`config.mk`:
```
export PLATFORM = sky130hd
export DESIGN_NAME = hash_wb_ctrl_flat
export DESIGN_NICKNAME = d
export VERILOG_FILES = /design/src/rtl/hash_wb_ctrl_if.sv /design/src/rtl/hash_wb_ctrl.sv /design/src/flat_wrapper.sv
export SDC_FILE = /design/constraint.sdc
export NUM_CORES = 1
export LEC_CHECK = 0
export CAP_MARGIN = 20
export CORE_AREA = 10 10 301 303
export DETAILED_ROUTE_END_ITERATION = 7
export DIE_AREA = 0 0 311 313
export HOLD_SLACK_MARGIN = 0.06
export PLACE_DENSITY = 0.59
export SLEW_MARGIN = 10
export SYNTH_ARGS = -nofsm -noshare
export SYNTH_HDL_FRONTEND = slang
export SYNTH_SLANG_ARGS = --single-unit
```
`constraint.sdc`:
```
create_clock -name wb_clk_i -period 2.9 [get_ports wb_clk_i]
set_input_delay 0.29 -clock wb_clk_i [delete_from_list [all_inputs] [get_ports wb_clk_i]]
set_output_delay 0.29 -clock wb_clk_i [all_outputs]
set_load 0.02 [all_outputs]
```
`src/rtl/hash_wb_ctrl_if.sv`:
```
// ============================================================================
//  Module   : hash_wb_ctrl_if
//  Brief    : Wishbone classic slave bus bundle used by hash_wb_ctrl.
//  Revision : 1.0 - initial release
// ============================================================================
`default_nettype none

interface hash_wb_ctrl_if;
  logic        wbs_stb_i;
  logic        wbs_cyc_i;
  logic        wbs_we_i;
  logic [3:0]  wbs_sel_i;
  logic [31:0] wbs_adr_i;
  logic [31:0] wbs_dat_i;
  logic        wbs_ack_o;
  logic [31:0] wbs_dat_o;

  modport master (
    output wbs_stb_i, wbs_cyc_i, wbs_we_i, wbs_sel_i, wbs_adr_i, wbs_dat_i,
    input  wbs_ack_o, wbs_dat_o
  );

  modport slave (
    input  wbs_stb_i, wbs_cyc_i, wbs_we_i, wbs_sel_i, wbs_adr_i, wbs_dat_i,
    output wbs_ack_o, wbs_dat_o
  );
endinterface

`default_nettype wire

```
`src/rtl/hash_wb_ctrl.sv`:
```
// ============================================================================
//  Module   : hash_wb_ctrl
//  Brief    : Wishbone register front-end for a multi-word hash core.
//             Collects MSG_WORDS message words, starts the core, latches
//             DIGEST_WORDS digest words and serves them back over the bus.
//             Optional watchdog: define HASH_WB_WATCHDOG_EN.
//  Revision : 1.0 - initial release
// ============================================================================
`default_nettype none

module hash_wb_ctrl #(
  parameter logic [31:0] BASE_ADDRESS = 32'h30000024,
  parameter int          MSG_WORDS    = 16,
  parameter int          DIGEST_WORDS = 5,
  parameter logic [31:0] CORE_ID      = 32'h53484131,
  parameter int          TIMEOUT      = 1024
) (
  input  wire logic                      wb_clk_i,
  input  wire logic                      wb_rst_ni,
  hash_wb_ctrl_if.slave                  bus,
  output logic [32*MSG_WORDS-1:0]        msg_o,
  output logic                           start_o,
  output logic                           core_rst_o,
  input  wire logic                      core_done_i,
  input  wire logic [32*DIGEST_WORDS-1:0] digest_i,
  output logic                           done,
  output logic                           irq
);

  localparam logic [31:0] EINVAL     = 32'h0fffffea;
  localparam logic [31:0] OFF_NR     = 32'h00;
  localparam logic [31:0] OFF_ID     = 32'h04;
  localparam logic [31:0] OFF_CTRL   = 32'h08;
  localparam logic [31:0] OFF_MSG    = 32'h0C;
  localparam logic [31:0] OFF_DIGEST = 32'h10;
  localparam logic [31:0] NR_VALUE   = 32'd5;
  localparam logic [5:0]  MSG_LAST   = 6'(MSG_WORDS - 1);
  localparam logic [3:0]  DIG_LAST   = 4'(DIGEST_WORDS - 1);

  typedef enum logic [1:0] {
    IDLE = 2'd0,
    RUN  = 2'd1,
    DONE = 2'd2
  } state_t;

  state_t                       state;
  logic [5:0]                   msg_idx;
  logic [3:0]                   dig_idx;
  logic                         err;
  logic                         panic;
  logic                         irq_en;
  logic [32*MSG_WORDS-1:0]      msg_q;
  logic [32*DIGEST_WORDS-1:0]   dig_q;
  logic [31:0]                  dig_word;
  logic [31:0]                  ctrl_rd;
  logic [31:0]                  off;
  logic                         accept;
  logic                         wr_ok;
  logic                         on_wr;
  logic                         busy;

  // Request decode: one access accepted per ack-free cycle.
  assign accept = bus.wbs_stb_i & bus.wbs_cyc_i & ~bus.wbs_ack_o;
  assign off    = bus.wbs_adr_i - BASE_ADDRESS;
  assign wr_ok  = accept & bus.wbs_we_i & (bus.wbs_sel_i == 4'hF);
  assign on_wr  = wr_ok & (off == OFF_CTRL) & bus.wbs_dat_i[0];

  assign busy  = (state == RUN);
  assign done  = (state == DONE);
  assign irq   = irq_en & (done | panic);
  assign msg_o = msg_q;

  assign ctrl_rd = {8'b0, dig_idx, msg_idx, 6'b0, state, err, panic, done,
                    irq_en, busy, 1'b0};

  // Select the digest word addressed by dig_idx.
  always_comb begin
    dig_word = '0;
    for (int k = 0; k < DIGEST_WORDS; k++) begin
      if (dig_idx == k[3:0]) dig_word = dig_q[32*k +: 32];
    end
  end

`ifdef HASH_WB_WATCHDOG_EN
  localparam int              WD_W    = $clog2(TIMEOUT + 1);
  localparam logic [WD_W-1:0] WD_LAST = WD_W'(TIMEOUT - 1);
  logic [WD_W-1:0] wd_cnt;
  logic            wd_fire;

  assign wd_fire = (state == RUN) & ~core_done_i & (wd_cnt == WD_LAST);

  // Watchdog counter: runs only while the core is busy.
  always_ff @(posedge wb_clk_i or negedge wb_rst_ni) begin
    if (!wb_rst_ni)        wd_cnt <= '0;
    else if (state == RUN) wd_cnt <= wd_cnt + 1'b1;
    else                   wd_cnt <= '0;
  end
`else
  logic unused_timeout;
  assign unused_timeout = (TIMEOUT > 0);
  assign panic          = 1'b0;
`endif

  // Control FSM, register file and bus response. Bus writes are applied
  // after core events so an ON write overrides a coincident core_done_i.
  always_ff @(posedge wb_clk_i or negedge wb_rst_ni) begin
    if (!wb_rst_ni) begin
      state         <= IDLE;
      msg_idx       <= '0;
      dig_idx       <= '0;
      err           <= 1'b0;
      irq_en        <= 1'b0;
      msg_q         <= '0;
      dig_q         <= '0;
      start_o       <= 1'b0;
      core_rst_o    <= 1'b0;
      bus.wbs_ack_o <= 1'b0;
      bus.wbs_dat_o <= '0;
`ifdef HASH_WB_WATCHDOG_EN
      panic         <= 1'b0;
`endif
    end else begin
      bus.wbs_ack_o <= accept;
      start_o       <= 1'b0;
      core_rst_o    <= 1'b0;

      if ((state == RUN) && core_done_i && !on_wr) begin
        state   <= DONE;
        dig_q   <= digest_i;
        dig_idx <= '0;
      end

`ifdef HASH_WB_WATCHDOG_EN
      if (wd_fire) begin
        panic      <= 1'b1;
        core_rst_o <= 1'b1;
        state      <= IDLE;
      end
`endif

      if (accept && bus.wbs_we_i) begin
        if (wr_ok) begin
          case (off)
            OFF_CTRL: begin
              irq_en <= bus.wbs_dat_i[2];
              if (bus.wbs_dat_i[1]) core_rst_o <= 1'b1;
              if (bus.wbs_dat_i[3] && (state == DONE)) state <= IDLE;
              if (bus.wbs_dat_i[0]) begin
                msg_idx <= '0;
                dig_idx <= '0;
                err     <= 1'b0;
                state   <= IDLE;
`ifdef HASH_WB_WATCHDOG_EN
                panic   <= 1'b0;
`endif
              end
            end
            OFF_MSG: begin
              if (state == IDLE) begin
                for (int k = 0; k < MSG_WORDS; k++) begin
                  if (msg_idx == k[5:0]) msg_q[32*k +: 32] <= bus.wbs_dat_i;
                end
                if (msg_idx == MSG_LAST) begin
                  msg_idx <= '0;
                  start_o <= 1'b1;
                  state   <= RUN;
                end else begin
                  msg_idx <= msg_idx + 6'd1;
                end
              end else begin
                err <= 1'b1;
              end
            end
            default: ;
          endcase
        end
      end else if (accept) begin
        case (off)
          OFF_NR:   bus.wbs_dat_o <= NR_VALUE;
          OFF_ID:   bus.wbs_dat_o <= CORE_ID;
          OFF_CTRL: bus.wbs_dat_o <= ctrl_rd;
          OFF_DIGEST: begin
            if (state == DONE) begin
              bus.wbs_dat_o <= dig_word;
              dig_idx       <= (dig_idx == DIG_LAST) ? 4'd0 : dig_idx + 4'd1;
            end else begin
              bus.wbs_dat_o <= EINVAL;
            end
          end
          default:  bus.wbs_dat_o <= EINVAL;
        endcase
      end
    end
  end

endmodule

`default_nettype wire

```
`src/flat_wrapper.sv`:
```
// flat-port wrapper written by rule: the top's interface ports become plain ports
module hash_wb_ctrl_flat 
#(
  parameter logic [31:0] BASE_ADDRESS = 32'h30000024,
  parameter int          MSG_WORDS    = 16,
  parameter int          DIGEST_WORDS = 5,
  parameter logic [31:0] CORE_ID      = 32'h53484131,
  parameter int          TIMEOUT      = 1024
)
  (wb_clk_i, wb_rst_ni, msg_o, start_o, core_rst_o, core_done_i, digest_i, done, irq, bus_wbs_stb_i, bus_wbs_cyc_i, bus_wbs_we_i, bus_wbs_sel_i, bus_wbs_adr_i, bus_wbs_dat_i, bus_wbs_ack_o, bus_wbs_dat_o);
  hash_wb_ctrl_if bus_i ();
  input  wire logic wb_clk_i;
  input  wire logic wb_rst_ni;
  output logic [32*MSG_WORDS-1:0] msg_o;
  output logic start_o;
  output logic core_rst_o;
  input  wire logic core_done_i;
  input  wire logic [32*DIGEST_WORDS-1:0] digest_i;
  output logic done;
  output logic irq;
  input wire logic [$bits(bus_i.wbs_stb_i)-1:0] bus_wbs_stb_i;
  input wire logic [$bits(bus_i.wbs_cyc_i)-1:0] bus_wbs_cyc_i;
  input wire logic [$bits(bus_i.wbs_we_i)-1:0] bus_wbs_we_i;
  input wire logic [$bits(bus_i.wbs_sel_i)-1:0] bus_wbs_sel_i;
  input wire logic [$bits(bus_i.wbs_adr_i)-1:0] bus_wbs_adr_i;
  input wire logic [$bits(bus_i.wbs_dat_i)-1:0] bus_wbs_dat_i;
  output wire logic [$bits(bus_i.wbs_ack_o)-1:0] bus_wbs_ack_o;
  output wire logic [$bits(bus_i.wbs_dat_o)-1:0] bus_wbs_dat_o;
  assign bus_i.wbs_stb_i = bus_wbs_stb_i;
  assign bus_i.wbs_cyc_i = bus_wbs_cyc_i;
  assign bus_i.wbs_we_i = bus_wbs_we_i;
  assign bus_i.wbs_sel_i = bus_wbs_sel_i;
  assign bus_i.wbs_adr_i = bus_wbs_adr_i;
  assign bus_i.wbs_dat_i = bus_wbs_dat_i;
  assign bus_wbs_ack_o = bus_i.wbs_ack_o;
  assign bus_wbs_dat_o = bus_i.wbs_dat_o;
  hash_wb_ctrl #(.BASE_ADDRESS(BASE_ADDRESS), .MSG_WORDS(MSG_WORDS), .DIGEST_WORDS(DIGEST_WORDS), .CORE_ID(CORE_ID), .TIMEOUT(TIMEOUT)) u_core (.wb_clk_i(wb_clk_i), .wb_rst_ni(wb_rst_ni), .bus(bus_i), .msg_o(msg_o), .start_o(start_o), .core_rst_o(core_rst_o), .core_done_i(core_done_i), .digest_i(digest_i), .done(done), .irq(irq));
endmodule
```
### Yosys cells after proc, flatten, opt, wreduce, memory -nomap -nowiden

Index checks and enable logic that the tools add are counted.

| operators by class | value |
|---|---|
| eq/ne operators | 29 |
| multiplexer cells | 40 |
| reductions and logical operators | 30 |
| bitwise logic cells | 9 |
| $mul | 0 |
| div/mod/pow operators | 0 |
| add/subtract/negate cells | 3 |
| $lt $le $gt $ge | 0 |
| shift-type cells | 0 |

Operators by type and width:

| operator | count |
|---|---|
| two-way mux 32 bit | 6 |
| case mux 32 bit (4 select lines) | 1 |
| AND reduction 5 bit | 18 |
| == test 32 x 4 -> 1 bit (second input constant) | 2 |
| == test 6 x 4 -> 1 bit (second input constant) | 8 |
| two-way mux 4 bit | 9 |
| == test 32 x 3 -> 1 bit (second input constant) | 1 |
| == test 32 x 5 -> 1 bit (second input constant) | 1 |
| zero test 32 bit | 1 |
| subtractor 32 x 30 -> 32 bit (second input constant) | 1 |
| == test 6 x 3 -> 1 bit (second input constant) | 4 |
| two-way mux 6 bit | 3 |
| two-way mux 2 bit | 7 |
| == test 6 x 2 -> 1 bit (second input constant) | 2 |
| case mux 6 bit (2 select lines) | 1 |
| two-way mux 1 bit | 11 |
| == test 4 x 2 -> 1 bit (second input constant) | 2 |
| bitwise AND 1 bit | 7 |
| adder 6 x 1 -> 6 bit (second input constant) | 1 |
| == test 6 x 1 -> 1 bit (second input constant) | 1 |
| zero test 6 bit | 1 |
| adder 4 x 1 -> 4 bit (second input constant) | 1 |
| == test 4 x 1 -> 1 bit (second input constant) | 1 |
| == test 4 x 3 -> 1 bit (second input constant) | 1 |
| other kinds (15) | 20 |

| storage, ports and cells | value |
|---|---|
| flip-flop bits (word level) | 721 |
| bits of input ports | 234 |
| memory bits (read-only) | 0 |
| word-level logic and storage cells | 137 |
| bits in latches | 0 |
| output and inout bits | 549 |
| memory bits (writable) | 0 |
| memories kept | 0 |

### Longest topological paths before layout

| logic depth | value |
|---|---|
| depth after elaboration | 14 |
| mapped depth | 11 |
| mapped depth without buffers | 9 |

### Worst setup path before layout

OpenSTA, ideal clock, no wires.

| timing | value |
|---|---|
| path kind | register to register |
| start point | register u_core.bus.wbs_ack_o |
| end point | register u_core.msg_q[385], in the netlist u_core.msg_o[385] |
| slack | -0.231 ns |
| required time | 2.775 ns |
| data arrival time | 3.006 ns |
| cell stages (with the launch flop) | 10 |
| buffers on the path | 2 |
| period minus slack after synthesis | 3.131 ns |
| cell sequence | dfrtp_1 > and3b_1 > nand2_1 > or2_1 > clkbuf_1 > or3_1 > nor4_2 > nand4_1 > clkbuf_1 > mux2_2 |

| on the way | value |
|---|---|
| cells in the longest elaborated chain, start to end | 5 |
| elaborated cells on any way between the ends | 6 |
| those cells by class | bitwise (4); reduce/logical (2) |

Ends and longest elaborated chain:

| what | RTL line | text |
|---|---|---|
| from (decl) | hash_wb_ctrl_if.sv:25 | `output wbs_ack_o, wbs_dat_o` |
| from (signal assigned) | hash_wb_ctrl.sv:123 | `bus.wbs_ack_o <= accept;` |
| NOT 1 bit * | hash_wb_ctrl.sv:63 | `assign accept = bus.wbs_stb_i & bus.wbs_cyc_i & ~bus.wbs_ack_o;` |
| bitwise AND 1 bit * | hash_wb_ctrl.sv:63 |  |
| via u_core.accept | hash_wb_ctrl.sv:57 | `logic accept;` |
| bitwise AND 1 bit (2 in a row) | hash_wb_ctrl.sv:65 | `assign wr_ok = accept & bus.wbs_we_i & (bus.wbs_sel_i == 4'hF);` |
| AND reduction 5 bit (no source line) * | - |  |
| to (signal, indexed assignment) | hash_wb_ctrl.sv:161 | `if (msg_idx == k[5:0]) msg_q[32*k +: 32] <= bus.wbs_dat_i;` |
| to (decl) | hash_wb_ctrl.sv:52 | `logic [32*MSG_WORDS-1:0] msg_q;` |

Mark *: on every way through the listed nets, which the timed path passes. The rest lies on a longest branch.
A chain may end at the register's enable or synchronous reset.

### Worst setup path in the final report

| timing | value |
|---|---|
| start point | input port bus_wbs_adr_i[12] |
| end point | register u_core.bus.wbs_dat_o[21] |

| on the way | value |
|---|---|
| cells in the longest elaborated chain, start to end | 3 |
| elaborated cells on any way between the ends | 6 |
| those cells by class | add/sub (1); eq/ne (3); mux (1); reduce/logical (1) |

Ends and longest elaborated chain:

| what | RTL line | text |
|---|---|---|
| from (decl) | flat_wrapper.sv:25 | `input wire logic [$bits(bus_i.wbs_adr_i)-1:0] bus_wbs_adr_i;` |
| subtractor 32 x 30 -> 32 bit * | hash_wb_ctrl.sv:64 | `assign off = bus.wbs_adr_i - BASE_ADDRESS;` |
| == test 32 x 5 -> 1 bit (tied with other cells) | hash_wb_ctrl.sv:178 | `case (off)` |
| case mux 32 bit (4 select lines) * | hash_wb_ctrl.sv:178 |  |
| to (signal assigned) | hash_wb_ctrl.sv:181 | `OFF_CTRL: bus.wbs_dat_o <= ctrl_rd;` |
| to (signal assigned) | hash_wb_ctrl.sv:184 | `bus.wbs_dat_o <= dig_word;` |
| to (decl) | hash_wb_ctrl_if.sv:25 |  |

Every way passes the cells marked *; elsewhere a longest branch is shown, timed or not.

==> results.sh <==
export IMPL_gpl_final_weighted_congestion=0.846
export IMPL_io_pins=783
export IMPL_first_iter_violations=1029
export IMPL_final_fill_count=7301
export IMPL_wirelength_mm=108
export IMPL_pre_cts_ws_ns=-0.708
export IMPL_syn_to_final_growth_pct=44.5
export IMPL_ant_nets=0
export IMPL_cts_buffers_inserted=80
export IMPL_vias=20500
export IMPL_grt_pass1_wl_mm=157
export IMPL_synthAdderAreaFrac_pct=0.345
export IMPL_root_buffer="clkbuf_16"
export IMPL_synth_top_family_by_area="multiplexers"
export IMPL_grt_pass1_vias=21800
export IMPL_cp_end_kind="flip-flop"
export IMPL_synth_xor_area_share_pct=0.0604
export IMPL_worstPathArrival_ns=3.41
export IMPL_finalHoldViolations=0
export IMPL_worst_pin_slew_ns=0.877
export IMPL_ys_ff_latch=721
export IMPL_crit_path_start_kind="primary input"
export IMPL_finalSetupViolations=8
export IMPL_avgSynthCellArea_sq_um=14.6
export IMPL_core_area_sq_um=84600
export IMPL_synth_edff_count=0
export IMPL_clkTransAtPathRegs_ns=0.06
export IMPL_synth_compound_area_share_pct=4.14
export IMPL_period_share_pct=101
export IMPL_synth_mux_area_share_pct=26.2
export IMPL_rr_startpoint="u_core.bus.wbs_ack_o"
export IMPL_leakagePower_nw=19.9
export IMPL_status="finished with violations"
export IMPL_h_tree_depth=3
export IMPL_grt_overflow=0
export IMPL_finalMaxSlewViolations=0
export IMPL_cts_sinks=721
export IMPL_setup_slack_ns=-0.0172
export IMPL_port_buffers=782
export IMPL_setup_tns_ns=-0.0782
export IMPL_place_hpwl_mm=81.5
export IMPL_worstSetupPathType="primary input to flip-flop"
export IMPL_syn_nets=2235
export IMPL_final_core_util_pct=49.5
export IMPL_synth_warnings=0
export IMPL_clk_latency_ns=0.63
export IMPL_first_pass_iters=5
export IMPL_layout_min_cycle_time_ns=2.92
export IMPL_powerDensity_nw_per_um2=504
export IMPL_nets=3081
export IMPL_dieWidth_um=311
export IMPL_synth_area_sq_um=29000
export IMPL_track_usage_pct=21.5
export IMPL_start_util_pct=34.3
export IMPL_die_area_sq_um=97300
export IMPL_antenna_found_initial=13
export IMPL_fp_dieH_um=313
export IMPL_yosys_cell_types_count=56
export IMPL_cap_violations=0
export IMPL_routedWlPerCell_um=26.7
export IMPL_critPathMaxFanout=18
export IMPL_ys_flop_type="dfrtp_1"
export IMPL_ir_drop_mv=0.371
export IMPL_clock_fmax_ghz=0.343
export IMPL_row_count=107
export IMPL_via_per_inst=5.06
export IMPL_synth_cells=1993
export IMPL_yosys_area_share_simple_pct=4.76
export IMPL_reg2reg_depth=10
export IMPL_worstHoldPathType="primary input to asynchronous set/reset pin"
export IMPL_violations="setup timing"
export IMPL_clk_path_buf_depth=3
export IMPL_drive_above_1_share_pct=32.9
export IMPL_critPathRequiredTime_ns=3.39
export IMPL_tritoncts="built"
export IMPL_fin_worst_skew_ns=0.0226
export IMPL_grt_max_degree=100
export IMPL_cp_startpoint="bus_wbs_adr_i[12]"
export IMPL_holdWs_ns=0.206
export IMPL_drc=0
export IMPL_ys_seq_area_share_pct=62.2
export IMPL_async_flop_share_pct=100
export IMPL_max_slew_margin_pct=41.3
power breakdown:
part,switching (mW),internal [mW]
sequential,0.00349,10.1
combinational,0.494,0.370
clock,4.23,5.97
total,4.73,16.4
stage by stage:
step	std cells	power (mW)	area [sq um]
detailed placement	3898	11.1	39200
CTS	4045	21.4	41900
global route	4046	21.9	41900
finish	4047	21.1	41900
global placement	3898	11.1	39200
floorplan	1993	10.4	29200
cell type report:
class,count,area [sq um],area share (%)
flip-flops and latches,721,18000,43.0
diodes,1,2.50,0.00597
clock buffers,119,2370,5.65
well taps,1144,1430,3.41
repair buffers,906,9220,22.0
multi-input cells,1117,10500,25.1
clock inverters,26,304,0.725
inverters,13,48.8,0.116
placed cells by master, fill, tap and decap left out, types with 18 or more instances in the layout:
cell type,Yosys,layout
buf_12,0,35
o21ai_0,39,39
nor2_1,82,81
a221oi_1,37,37
clkbuf_8,0,22
nand3_1,32,31
a31oi_1,18,18
buf_4,14,85
a21oi_1,36,28
clkbuf_16,0,80
clkdlybuf4s50_1,0,781
dfrtp_1,721,721
nand2_1,28,27
nor3_1,37,37
mux2_2,657,657
final timing paths:
path / to / slack, ns
max: u_core.bus.wbs_dat_o[21] / -0.02
min: u_core.msg_o[174] / 0.21
max reg2reg: u_core.msg_o[356] / 0.11
min reg2reg: u_core.bus.wbs_dat_o[29] / 0.48
max in group asynchronous: u_core.bus.wbs_dat_o[31] / 1.63
min in group wb_clk_i: u_core.dig_q[32] / 0.28
sequential cells by signal, indices dropped and copies added (netlist names):
name and cells:
u_core.irq_en 1, u_core.start_o 1, u_core.bus.wbs_ack_o 1, u_core.err 1, u_core.dig_q 160, u_core.msg_o 512, u_core.dig_idx 4, u_core.core_rst_o 1
u_core.msg_idx 6, u_core.state 2, u_core.bus.wbs_dat_o 32
cells by family (layout without fill, tap and decap cells):
kind of cell / Yosys count / in the layout
buffers and inverters: 155 / 1064
xor gates and xnor gates: 2 / 2
adders and majority gates: 8 / 8
muxes: 676 / 676
AOI/OAI and AO/OA: 175 / 175
other: 0 / 1
and+or+nand+nor: 256 / 256
DFF: 721 / 721
layer usage:
metal  track usage, %  share of wire [%]  routed length (um)
met5                0               0.14                 156
met2             36.8                 49               53100
met3             6.73                7.4                8040
met4             7.18                3.0                3300
met1             25.4                 40               43600
synth_stat cells, drive strengths merged (2+ instances only):
master     n  area share [%]
o21ai     39            0.67
or3        6            0.13
a221oi    37             1.1
nor4      12            0.41
nor2b      6            0.13
mux2i      2           0.069
a22oi      2           0.052
and3       5            0.11
nor3      37            0.64
a2111oi    3           0.091
nor2      82             1.1
nor4b      4            0.17
clkbuf    99             1.3
nand3b     2           0.052
ha         8            0.34
a221o     16            0.55
nor3b      4            0.10
or2        2           0.043
nand3     40            0.83
nand2     28            0.36
o211ai     3           0.078
nand4     12            0.31
dfrtp    721              62
o31ai      7            0.18
a211oi     4            0.10
a21oi     36            0.62
and2       5            0.11
nand2b     3           0.065
a21o       3           0.078
buf       43            0.85
inv       13            0.17
mux2     674              26
nand4b     4            0.12
a31oi     18            0.39
critical path, stage by stage:
cell and delay [ns]:
clkdlybuf4s50_1 0.48, nor4_4 0.45, buf_4 0.19, a31oi_1 0.12
a2111oi_2 0.37, buf_4 0.19, nand2_1 0.10, or4_4 0.58
nor4b_4 0.34, buf_12 0.21, a31oi_1 0.10
timing repair:
item / 4_1_cts / 5_1_grt
hold endpoints to repair: 46 / 0
setup buffers: 1 / 1
pin swaps: 0 / 3
hold buffers: 1 / 0
endpoints found under the setup margin: 37 / 715
gates cloned: 0 / 0
gates resized for setup: 4 / 12
No activity file was read; power rests on OpenSTA's default activity.
